==> src/rtl/rgb_luma_pipe.sv <==
// Three-stage RGB-to-luma converter with programmable weights, bit-depth
// reduction (truncate / round / 4x4 ordered dither / invert) and valid/ready flow.

module rgb_luma_mul #(
  parameter int IN_W = 6
) (
  input  logic            clk,
  input  logic            rst,
  input  logic            en,
  input  logic [IN_W-1:0] c,
  input  logic [7:0]      w,
  output logic [IN_W+7:0] p
);
  localparam int PW = IN_W + 8;

  always_ff @(posedge clk)
    if (rst)     p <= '0;
    else if (en) p <= PW'(c) * PW'(w);
endmodule

module rgb_luma_pipe #(
  parameter int IN_W  = 6,
  parameter int OUT_W = 4
) (
  input  logic             clk,
  input  logic             rst,
  input  logic [7:0]       cfg_wr,
  input  logic [7:0]       cfg_wg,
  input  logic [7:0]       cfg_wb,
  input  logic [1:0]       cfg_mode,
  input  logic             s_valid,
  output logic             s_ready,
  input  logic             s_sof,
  input  logic             s_sol,
  input  logic [IN_W-1:0]  s_r,
  input  logic [IN_W-1:0]  s_g,
  input  logic [IN_W-1:0]  s_b,
  output logic             m_valid,
  input  logic             m_ready,
  output logic [OUT_W-1:0] m_y
);
  localparam int D      = IN_W - OUT_W;
  localparam int STAGES = 2;
  localparam int PW     = IN_W + 8;
  localparam int SW     = IN_W + 10;
  localparam int YW     = IN_W + 5;
  localparam logic [IN_W-1:0]  LMAX = '1;
  localparam logic [OUT_W-1:0] YMAX = '1;

  // Per-pixel sideband that travels alongside the datapath.
  typedef struct packed {
    logic [1:0] mode;
    logic [1:0] x;
    logic [1:0] y;
  } ctx_t;

  logic [STAGES:0]          vld_pipe;
  logic                     adv;
  logic [1:0]               x_cnt, y_cnt, px, py;
  ctx_t                     ctx_in, ctx1, ctx2;
  logic [2:0][IN_W-1:0]     chan;
  logic [2:0][7:0]          wgt;
  logic [2:0][PW-1:0]       prod;
  logic [SW-1:0]            sum, lwide;
  logic [IN_W-1:0]          luma, luma2;
  logic [YW-1:0]            ext, yv;
  logic [3:0]               bt;
  logic [OUT_W-1:0]         y_nxt;

  assign adv     = !vld_pipe[STAGES] || m_ready;
  assign s_ready = adv && !rst;
  assign m_valid = vld_pipe[STAGES];

  // Position of the incoming pixel; sof wins over sol.
  always_comb begin
    px = x_cnt + 2'd1;
    py = y_cnt;
    if (s_sof) begin
      px = 2'd0;
      py = 2'd0;
    end else if (s_sol) begin
      px = 2'd0;
      py = y_cnt + 2'd1;
    end
  end

  always_ff @(posedge clk)
    if (rst) begin
      x_cnt <= '0;
      y_cnt <= '0;
    end else if (s_valid && s_ready) begin
      x_cnt <= px;
      y_cnt <= py;
    end

  assign chan   = {s_r, s_g, s_b};
  assign wgt    = {cfg_wr, cfg_wg, cfg_wb};
  assign ctx_in = '{mode: cfg_mode, x: px, y: py};

  generate
    for (genvar i = 0; i < 3; i++) begin : g_lane
      rgb_luma_mul #(.IN_W(IN_W)) u_mul (
        .clk (clk),
        .rst (rst),
        .en  (adv),
        .c   (chan[i]),
        .w   (wgt[i]),
        .p   (prod[i])
      );
    end
  endgenerate

  always_comb begin
    sum   = SW'(prod[0]) + SW'(prod[1]) + SW'(prod[2]);
    lwide = sum >> 8;
    luma  = (lwide > SW'(LMAX)) ? LMAX : lwide[IN_W-1:0];
  end

  function automatic logic [3:0] bayer(input logic [1:0] r, input logic [1:0] c);
    case ({r, c})
      4'd0:  return 4'd0;   4'd1:  return 4'd8;   4'd2:  return 4'd2;   4'd3:  return 4'd10;
      4'd4:  return 4'd12;  4'd5:  return 4'd4;   4'd6:  return 4'd14;  4'd7:  return 4'd6;
      4'd8:  return 4'd3;   4'd9:  return 4'd11;  4'd10: return 4'd1;   4'd11: return 4'd9;
      4'd12: return 4'd15;  4'd13: return 4'd7;   4'd14: return 4'd13;  default: return 4'd5;
    endcase
  endfunction

  // Final quantiser; the dither offset is the threshold scaled to the dropped bits.
  always_comb begin
    bt  = bayer(ctx2.y, ctx2.x);
    ext = YW'(luma2);
    case (ctx2.mode)
      2'd1:    yv = (ext + (YW'(1) << (D - 1))) >> D;
      2'd2:    yv = (ext + ((YW'(bt) << D) >> 4)) >> D;
      default: yv = ext >> D;
    endcase
    y_nxt = (yv > YW'(YMAX)) ? YMAX : yv[OUT_W-1:0];
    if (ctx2.mode == 2'd3) y_nxt = ~y_nxt;
  end

  always_ff @(posedge clk)
    if (rst) begin
      vld_pipe <= '0;
      ctx1     <= '0;
      ctx2     <= '0;
      luma2    <= '0;
      m_y      <= '0;
    end else if (adv) begin
      vld_pipe <= {vld_pipe[STAGES-1:0], s_valid};
      ctx1     <= ctx_in;
      ctx2     <= ctx1;
      luma2    <= luma;
      if (vld_pipe[STAGES-1]) m_y <= y_nxt;
    end
endmodule

==> config.mk <==
export PLATFORM = sky130hd
export DESIGN_NAME = rgb_luma_pipe
export DESIGN_NICKNAME = d
export VERILOG_FILES = /design/src/rtl/rgb_luma_pipe.sv
export SDC_FILE = /design/constraint.sdc
export NUM_CORES = 1
export LEC_CHECK = 0
export CAP_MARGIN = 20
export CELL_PAD_IN_SITES_DETAIL_PLACEMENT = 1
export CELL_PAD_IN_SITES_GLOBAL_PLACEMENT = 1
export CORE_UTILIZATION = 50
export DETAILED_ROUTE_END_ITERATION = 10
export MAX_ROUTING_LAYER = met4
export PLACE_DENSITY = 0.91
export SETUP_SLACK_MARGIN = 0.05
export SLEW_MARGIN = 15
export SYNTH_ARGS = -nofsm -noshare
export SYNTH_HDL_FRONTEND = slang
export SYNTH_SLANG_ARGS = --single-unit
==> constraint.sdc <==
create_clock -name clk -period 10.5 [get_ports clk]
set_clock_uncertainty 0.15 [all_clocks]
set_input_delay 1.05 -clock clk [delete_from_list [all_inputs] [get_ports clk]]
set_output_delay 1.05 -clock clk [all_outputs]
set_load 0.01 [all_outputs]
After elaboration in Yosys (flattened, before gate mapping)
Memories as Yosys holds them, arrays and structs flattened. A register that Yosys moved wholly into a read port is not among the register bits.
Index checks and enable logic that the tools add are counted.
Word-level totals
  bits in read-only memories: 64
  bits of input ports: 50
  memories: 1
  flip-flop bits (word level): 71
  output and inout port bits: 6
  logic and storage cells: 46
Cells by class
  bitwise logic cells: 1
  magnitude comparators: 2
  reductions and logical operators: 6
  equal/unequal tests: 3
  add/sub/neg operators: 6
  multipliers: 3
  mux-type cells: 10
Memory list
  (no name shown): words 16, bits a word 4, read ports 1, clocked after memory_dff 1, write ports 0, RTL line 120  | case ({r, c})
Operators with widths (count)
  $mul A6 B8 Y14: 3
  $add A15 B14 Y16: 1
  $mux W4: 4
  $add A14 B14 Y15: 1
  $gt A11 B4 Y1 const B: 1
  $pmux W5 S2: 1
  $gt A8 B6 Y1 const B: 1
  $mux W2: 4
  $add A6 B2 Y7: 1
  $add A6 B2 Y7 const B: 1
  $mux W6: 1
  $add A2 B1 Y2 const B: 2
  $eq A2 B2 Y1 const B: 2
  $not A4 Y4: 1
  $eq A2 B1 Y1 const B: 1
  $logic_and A1 B1 Y1: 2
  $logic_not A1 Y1: 2
  $reduce_and A2 Y1: 1
  $logic_or A1 B1 Y1: 1

Longest topological paths before layout
  word-level depth: 6
  mapped depth: 14
  mapped depth without buffers: 14

Modules after synthesis
From an unflattened synthesis, not the netlist that was laid out.
Unflattened totals
  cell total of the unflattened synthesis: 877
  area, all modules: 7752.4 µm²
By module, submodules not included
  rgb_luma_pipe: seq. area each 500.5 µm², area each 2149.6 µm², cells an instance 244, times used 1
  rgb_luma_mul (g_lane[2].u_mul): seq. area each 280.3 µm², area each 1869.3 µm², cells an instance 211, times used 1
  rgb_luma_mul (g_lane[0].u_mul): seq. area each 280.3 µm², area each 1868.0 µm², cells an instance 211, times used 1
  rgb_luma_mul (g_lane[1].u_mul): seq. area each 280.3 µm², area each 1865.5 µm², cells an instance 211, times used 1

Worst setup path after synthesis
Ideal clock, no wire load.
  kind: input-to-reg
  start: input port s_r[2]
  end: register g_lane[2].u_mul.p[13]
  data required time: 10.210 ns
  slack: 6.060 ns
  stages: 12
  buffers on the path: 0
  arrival: 4.150 ns
  path through: and2_1 > fa_1 > inv_1 > fa_1 > fa_1 > inv_1 > ha_1 > nor2b_1 > o31ai_1 > a21oi_1 > o41ai_1 > o221ai_1
Between the ends
  longest elaborated chain between the ends: 1
Ends and longest elaborated chain
  from (decl): RTL line 35  | input logic [IN_W-1:0] s_r,
  $mul A6 B8 Y14: RTL line 18  | else if (en) p <= PW'(c) * PW'(w);
  to (signal assigned): RTL line 18
  to (decl): RTL line 12  | output logic [IN_W+7:0] p
Every way passes these cells.
A chain may end at the register's enable or synchronous reset.

Worst setup path in the final report
  start: input port s_r[5]
  end: register g_lane[2].u_mul.p[12]
Same word-level chain as after synthesis.

==> results.toml <==
[clock_network]
cts-root-buf = "clkbuf_16"
cts_hold_buf = 0
cts.htree.levels = 3
cts_tree = "built"
clock_latency_ns = 0.34
clk_pin_slew_ns = 0.05
postCtsResizedCells = 0
cts_buffers = 9
cts_setup_buffers = 0
cts_buffer_depth = 2
cts_sinks = 67

[place]
placed_area_mm2 = 0.00842
place_hpwl_mm = 15.4
port-buffer-count = 55
place_congestion = 0.843
dp.cells = 1129
post-place-ws_ns = 5.09

[floorplan]
die_h_um = 126
die_width_um = 126
fp-row-count = 45
ioPinCount = 56
core_mm2 = 0.0151
die-area_mm2 = 0.0159
floorplan.initialDensity_pct = 50.9

[global_routing]
grt_pass1_wl_mm = 34.4
grt.total_usage_pct = 27.6
grt_pass1_vias = 7165
gr-total-overflow = 0
grt_max_degree = 65
grt_antenna_before_repair = 0

[routing]
antenna_left = 0
wirelength_mm = 19.9
met1_length_mm = 8.58
vias_per_cell = 5.60
drc = 0
wl_met3_um = 436
routedWlPerCell_um = 17.4
drtPass1Iterations = 4
top_layer_used = "met4"
dr_wl_met2_mm = 10.5
num_vias = 6404
dr.first_iter.drc_count = 345

[pwr]
fin_total_pwr_mw = 1.64
power_leakage_nw = 4.01
irDropWorstVdd_v = 0.000127
p_per_area_mw_per_mm2 = 188

[hold_path]
hold_depth = 2
hp-class = "reg -> reg"
worstHoldStart = "ctx1[4]"
hold_end = "ctx1[4]"

[finish]
final_common_cell = "inv_1"
fill_cells = 1806
antenna_cells = 0
final_cell_mix = "inv_1 (123), nand2_1 (116), and2_1 (94)"
drive_gt1_share_pct = 3.87
instances_no_fill = 1143
fin_area_mm2 = 0.00870
fin_util_pct = 57.4
syn2layout_area_growth_pct = 12.9
nets = 1174

[outcome]
status = "completed"

[setup_path]
path_buf_inv = 3
crit_chain = "clkdlybuf4s50_1, and2_1, fa_1, fa_1, inv_1, fa_1, inv_1, ha_1, o21ai_0, o21ai_0, a2111oi_0, a211oi_1, mux2i_1, nand2_1"
cp_max_fo = 8
cp-end-kind = "flip-flop"
worstRegToRegCells = 8
critPathMaxStageDelay_ns = 0.59
crit_type = "in -> reg"
critPathTopFamily = "adder cells"
slowest_stage = "fa_1"
cpMostUsedCell = "fa_1"
cp_data_required_time_ns = 10.58
timing.rr.end = "luma2[0]"
r2r_slack_ns = 7.55
cp.arrival_ns = 5.20
startpoint_type = "primary input"
worstReg2RegStart = "g_lane[1].u_mul.p[8]"

[flow_run]
cap_viol_max_count = 0

[timing]
hold_viol_final = 0
worst_pin_slew_ns = 0.814
max_clock_freq_mhz = 195
timing.final.crit_period_ns = 5.12
min_period_over_period_pct = 48.8
rsz0062_at_grt = "false"
finalSetupTns_ns = 0
setup_violations = 0
hold_slack_ns = 0.300
setup_slack_ns = 5.38
drv_slew = 0
maxSlewHeadroom_pct = 45.4

[logic_synthesis]
ys_seq_area_share_pct = 17.4
yosys.area.top_type = "fa_1"
ys_types = 57
postSynthAreaPerCell_um2 = 8.49
postSynth.asyncResetShare_pct = 0
synthCells = 908
synth_ff_type = "dfxtp_1"
synth_area_leaders = "fa_1 (23%), dfxtp_1 (17%), ha_1 (14%)"
syn_area_mm2 = 0.00771
syn_nets = 1130
yosysWarnings = 0
synth_top_cell_area_share_pct = 22.9
synth_edf_count = 0
ys_ff_latch = 67
-- synthesized netlist by cell type (3+ instances only) --
master and n:
a2111oi_0 3, a211oi_1 15, a21o_1 4, a21oi_1 61, a31oi_1 6, a32oi_1 3, and2_1 94, and3_1 3
buf_1 6, buf_2 4, clkbuf_1 14, dfxtp_1 67, fa_1 88, ha_1 84, inv_1 123, mux2i_1 5
nand2_1 116, nand2b_1 5, nand3_1 16, nand4_1 7, nor2_1 44, nor2b_1 9, nor3_1 20, o21a_1 4
o21ai_0 37, o21bai_1 5, o221a_2 3, o221ai_1 3, o41ai_2 3, or3_1 5, xnor2_1 14, xor2_1 6
-- state kept, by name, summed over array words and instances (netlist names) --
register / cells
m_y: 4
luma2: 6
ctx1: 4
ctx2: 4
y_cnt: 1
bt: 2
x_cnt: 1
vld_pipe: 3
g_lane.u_mul.p: 42
-- logic make-up after synthesis --
group | count (synthesis) | share of synthesized area [%]
AO/OA/AOI/OAI | 168 | 14.8
XOR/XNOR | 20 | 2.27
adder cells (fa/ha/maj) | 172 | 36.5
buffers and inverters | 149 | 7.37
flip-flops | 67 | 17.4
multiplexers | 6 | 0.796
AND/OR/NAND/NOR | 326 | 20.8
-- cell type report --
| cell class | count | area [um2] | area share, % |
|---|---|---|---|
| inverters | 124 | 465 | 5.35 |
| well taps | 188 | 235 | 2.70 |
| flip-flops and latches | 67 | 1340 | 15.4 |
| multi-input cells | 692 | 5810 | 66.7 |
| clock inverters | 3 | 40.0 | 0.460 |
| repair buffers | 58 | 568 | 6.53 |
| clock buffers | 11 | 243 | 2.79 |
-- power breakdown --
group          internal, mW  total, mW  switching [mW]
Combinational         0.415      0.970           0.555
Sequential            0.315      0.376          0.0607
Clock                 0.187      0.294           0.107
Total                 0.917       1.64           0.723
-- worst min-delay path: stages, from the launching register on --
cell	delay, ns
dfxtp_1	0.30
nand2_1	0.05
a21oi_1	0.05
-- metal layers --
layer,track usage [%],up-vias
li1,-,3090
met1,31.5,3185
met2,51.2,98
met3,2.97,31
met4,7.23,0
met5,-,-
-- worst max-delay path by stage --
stage / from / end / slack [ns] / cells after the start
global placement: s_r[5] / g_lane[2].u_mul.p[13] / 5.22 / 12
detailed placement: s_g[5] / g_lane[1].u_mul.p[12] / 5.09 / 13
finish: s_r[5] / g_lane[2].u_mul.p[12] / 5.38 / 14
global route: s_g[1] / g_lane[1].u_mul.p[12] / 5.05 / 14
floorplan: s_r[2] / g_lane[2].u_mul.p[13] / 6.06 / 12
CTS: s_r[5] / g_lane[2].u_mul.p[12] / 5.41 / 14
(Power assumes the default switching activity.)
==> RTL edit 1, RTL diff (same settings) <==
Set the parameter `OUT_W` to 5 (it was 4).
--- a/src/rtl/rgb_luma_pipe.sv
+++ b/src/rtl/rgb_luma_pipe.sv
@@ -20,7 +20,7 @@
 
 module rgb_luma_pipe #(
   parameter int IN_W  = 6,
-  parameter int OUT_W = 4
+  parameter int OUT_W = 5
 ) (
   input  logic             clk,
   input  logic             rst,
Ports: changed (resized m_y); port bits go from 56 to 57. The function was not compared with the original's and may differ.
==> RTL edit 1 against the unedited design <==
- die area shrank 0.96%
- critical path type unchanged
- largest cell class unchanged
- cell area shrank 0.47%
- sequential cell count is the same
- power grew 0.19%
- worst setup slack gained 170 ps
- the flow now finishes with violations (design-rule violations)
- worst hold slack gained 8.6 ps
- clock power grew 14%
- area after synthesis shrank 0.97%
- wire length grew 0.50%
==> RTL edit 1: results (changes against the unedited design) <==
- The total power divided by cell area was 189.7 mW/mm^2 (was 188.5 mW/mm^2).
- Top cells by area, synth: fa_1, dfxtp_1, ha_1 (unchanged).
- Cell types with the highest counts after synthesis: inv_1, nand2_1, and2_1, fa_1, ha_1 (unchanged).
- The length of the first detailed-routing pass in iterations is 7 (was 4).
- The total of buffers placed on input and output ports is 56 (was 55).
- The sink count of the clock tree is 67 (unchanged).
- The number of diodes added for antenna fixing is 0 (unchanged).
- The checks that failed: design-rule violations.
- Status: finished, violations left (was complete, no violations).
- The layout filler cell count was 1735 (was 1806).
- The number of clock buffers inserted by TritonCTS is 9 (unchanged).
- The dominant register cell in the synthesized netlist is dfxtp_1 (unchanged).
- Regs by FF count: g_lane.u_mul.p (42), luma2 (6), m_y (5) (was g_lane.u_mul.p (42), luma2 (6)).
- The cell at the slowest stage of the critical path is fa_1 (unchanged).
- The half-perimeter wire length of the detailed placement result was 15010 um (was 15410 um).
- The post-synthesis instance total came to 892 (was 908).
- The starting DRC count in detailed routing is 272 (was 345).
- The pre-CTS setup slack was 5220 ps (was 5089 ps).
- The worst-case vdd ir drop is 137.2 uV (was 126.9 uV).
- The via count of the first global-routing pass is 7104 (was 7165).
- The cell at the root of the clock tree is clkbuf_16 (unchanged).
- The worst hold-check path type is flop to flop (unchanged).
- The largest incremental delay on the critical path was 560 ps (was 590 ps).
- The global-route wire length before repair was 34410 um (was 34440 um).
- The highest net fanout along the worst path came to 8 (unchanged).
- The all-layer global routing usage is 28.13% (was 27.63%).
- The number of distinct library cells after synthesis came to 55 (was 57).
- The placed instance area was 0.008329 sq mm (was 0.008417 sq mm).
- The clock latency at the later pin of the worst-skew pair was 340 ps (about the same).
- The count of warnings emitted by yosys came to 0 (unchanged).
- The number of remaining DRC errors came to 1 (was 0).
- The weighted congestion reported at the end of routability-driven placement is 0.8286 (was 0.8431).
- The share of synthesized registers carrying an async set or reset is 0% (unchanged).
- The share of cells above drive strength 1 came to 4.357% (was 3.874%).
- The number of instances resized during post-cts repair came to 0 (unchanged).
- The transition time at the pin with the least slew margin was 756.4 ps (was 814.1 ps).
- The initial antenna violation count was 0 (unchanged).
- The post-detailed-route via-to-cell ratio came to 5.638 (was 5.603).
- The largest net degree at the start of global routing was 74 (was 65).
- The area taken by flip-flops and latches came to 0.001341 sq mm (unchanged).
- The proportion of synthesized chip area in sequential cells is 17.58% (was 17.41%).
- The number of levels in the clock H-tree was 3 (unchanged).
- The buffers inserted during post-CTS setup optimization is 0 (unchanged).
- The via count of the routed design is 6343 (was 6404).
- The leakage power came to 4.116 nW (was 4.010 nW).
- The family with the most delay on the worst path is adder cells (unchanged).
- After clock tree synthesis, the clock-pin slew on the worst setup and hold paths is 60 ps.
- The post-synthesis net count came to 1112 (was 1130).
- The cell-internal power is 0.9474 mW (was 0.9167 mW).
- The largest buffer count on any clock path is 2 (unchanged).
- The total wire length is 20010 um (was 19910 um).
- The layout net count is 1156 (was 1174).
## RTL edit 1: path summary, 6_finish.rpt
path         slack [ps]  cells past startpoint                 start                    end
max                5540                     15                s_g[2]  g_lane[1].u_mul.p[13]
min                 310                      2               ctx1[5]                ctx1[5]
max reg2reg        7730                      9  g_lane[0].u_mul.p[9]               luma2[1]
min reg2reg         310                      2               ctx1[5]                ctx1[5]
## RTL edit 1: tightest hold or removal path, cell delays in order, from the launching register on
cell     delay (ps)
dfxtp_1         310
nand2_1          50
a21oi_1          50
## RTL edit 1: layout make-up
class	count	share of cell area, %
clock buffers	12	2.962
repair buffers	59	6.676
flip-flops and latches	67	15.49
clock inverters	4	0.8382
well taps	184	2.659
multi-input cells	671	65.82
inverters	128	5.549
## RTL edit 1: logic make-up after synthesis
group	synth area share [%]
and+or+nand+nor	23.53
adders and majority gates	36.53
buffers and inverters	7.837
AOI/OAI and AO/OA	11.12
DFF	17.58
xor gates and xnor gates	2.755
muxes	0.6559
## RTL edit 1: power by group through the flow
| stage | logic [mW] | registers, mW | clock network [mW] |
|---|---|---|---|
| 2_1_floorplan | 0.683 | 0.358 | 0 |
| 4_1_cts | 0.939 | 0.375 | 0.336 |
| 5_1_grt | 1.05 | 0.382 | 0.350 |
| 3_3_place_gp | 0.840 | 0.375 | 0 |
| 6_report | 0.932 | 0.376 | 0.335 |
| 3_5_place_dp | 0.898 | 0.377 | 0 |
## RTL edit 1: per-layer routing
layer	global-route usage [%]	up-vias	part of all wire, %
met5	-	-	0
met3	3.979	43	3.0
li1	-	3007	-
met1	32.62	3186	43
met2	50.16	107	52
met4	8.465	0	2.4
==> RTL edit 2, RTL diff (same settings) <==
Made on the original files. Reset style: asynchronous (`rst`), changed in 3 clocked blocks.
--- a/src/rtl/rgb_luma_pipe.sv
+++ b/src/rtl/rgb_luma_pipe.sv
@@ -13,7 +13,7 @@
 );
   localparam int PW = IN_W + 8;
 
-  always_ff @(posedge clk)
+  always_ff @(posedge clk or posedge rst)
     if (rst)     p <= '0;
     else if (en) p <= PW'(c) * PW'(w);
 endmodule
@@ -84,7 +84,7 @@
     end
   end
 
-  always_ff @(posedge clk)
+  always_ff @(posedge clk or posedge rst)
     if (rst) begin
       x_cnt <= '0;
       y_cnt <= '0;
@@ -138,7 +138,7 @@
     if (ctx2.mode == 2'd3) y_nxt = ~y_nxt;
   end
 
-  always_ff @(posedge clk)
+  always_ff @(posedge clk or posedge rst)
     if (rst) begin
       vld_pipe <= '0;
       ctx1     <= '0;
Formal check against the unedited RTL: differs if rst is asserted again (counterexample within 4 cycles, from zero or initial values and one cycle with rst high); with rst held inactive, the same outputs for 10 cycles.
==> RTL edit 2 against the unedited design <==
- worst setup slack got worse by 60 ps
- power rose by 36%
- largest cell class unchanged
- cell area rose by 0.10%
- worst hold slack improved by 19 ps
- synthesized cell count fell by 5.2%
- fmax fell by 1.2%
- wire length rose by 2.0%
- sequential power rose by 26%
- combinational power rose by 51%
- sequential cell count fell by 2
- register-to-register slack got worse by 20 ps
- area after synthesis fell by 0.44%
==> RTL edit 2: results (changes against the unedited design) <==
- The dominant register cell in the synthesized netlist is dfrtp_1 (was dfxtp_1).
- The largest incremental delay on the critical path is 560 ps (was 590 ps).
- The via count of the first global-routing pass came to 7092 (was 7165).
- The leakage power is 4.258 nW (was 4.010 nW).
- The largest net degree at the start of global routing is 67 (was 65).
- The routed length on met1 is 8047 um (was 8577 um).
- The power spent charging and discharging nets is 1.081 mW (was 0.7228 mW).
- The met1 layer usage reported by global route is 31.68% (was 31.51%).
- The arrival time at the worst endpoint is 5300 ps (was 5200 ps).
- Cell types with the highest counts after synthesis: nand2_1, inv_1, and2_1, fa_1, ha_1 (was inv_1, nand2_1, and2_1, fa_1, ha_1).
- The startpoint of the lowest-slack register-to-register path is g_lane[0].u_mul.p[5] (was g_lane[1].u_mul.p[8]).
- The transition time at the pin with the least slew margin came to 869.8 ps (was 814.1 ps).
- The via count of the routed design is 6306 (was 6404).
- The met2 wire length is 11030 um (was 10500 um).
- The share of synthesized registers carrying an async set or reset was 100.0% (was 0%).
- The worst-case register-to-register setup slack came to 7530 ps (was 7550 ps).
- The capture instance of the worst register-to-register path is luma2[5] (was luma2[0]).
- The post-synthesis net count is 1083 (was 1130).
- Status: complete, no violations (unchanged).
- The half-perimeter wire length of the detailed placement result is 16050 um (was 15410 um).
- The starting DRC count in detailed routing is 337 (was 345).
- The weighted congestion reported at the end of routability-driven placement came to 0.8300 (was 0.8431).
- The fraction of power consumed by sequential logic is 21.3% (was 22.9%).
- The start point of the critical path is s_g[2] (was s_r[5]).
- The average detailed-routed wire length per instance is 18.39 um (was 17.42 um).
- The worst-case vdd ir drop is 154.5 uV (was 126.9 uV).
- The path depth of the worst reg2reg path is 9 (was 8).
[RTL edit 2: cell types whose count changed after synthesis, sizes merged, moves of 6 or more]
cell,change
a211oi,-9
a21o,+6
a21oi,-24
buf,-6
dfrtp,+65
dfxtp,-67
inv,-6
nand2,+21
nand4,-6
nor2b,-6
xor2,+11
[RTL edit 2: cell families after synthesis]
kind of cell	Yosys count	synth area share (%)
adder cells (fa/ha/maj)	172	36.66
AO/OA/AOI/OAI	142	12.04
AND/OR/NAND/NOR	318	19.85
XOR/XNOR	29	3.310
buffers and inverters	133	6.670
multiplexers	2	0.2772
flip-flops	65	21.20
[RTL edit 2: worst min-delay path by stage]
stage                      from          end  slack, ps
global placement    vld_pipe[0]  vld_pipe[0]        300
global route            ctx1[5]      ctx1[5]        350
CTS                 vld_pipe[0]  vld_pipe[0]        330
detailed placement      ctx1[4]      ctx1[4]        320
floorplan               ctx1[4]      ctx1[4]        290
finish              vld_pipe[0]  vld_pipe[0]        320
[RTL edit 2: cell type report]
cell class                 instances  area (sq um)
clock buffer                      11         252.7
clock inverter                     5         38.79
fill                            1709          6046
inverter                         118         442.9
multi-input combinational        663          5544
sequential                        65          1627
tap                              184         230.2
timing repair buffer              58         573.1
[RTL edit 2: metrics by stage]
step | setup WS [ps] | power [mW] | utilization (%) | std cells | hold slack [ps]
after global placement | 5293 | 1.760 | 57.05 | 1088 | 303.1
after floorplan | 6004 | 1.491 | - | 861 | 288.6
after detailed placement | 4965 | 1.897 | 57.05 | 1088 | 315.9
after CTS | 5347 | 2.230 | 59.02 | 1104 | 329.0
final | 5316 | 2.232 | 59.02 | 1104 | 319.8
after global routing | 5081 | 2.420 | 59.02 | 1104 | 352.3
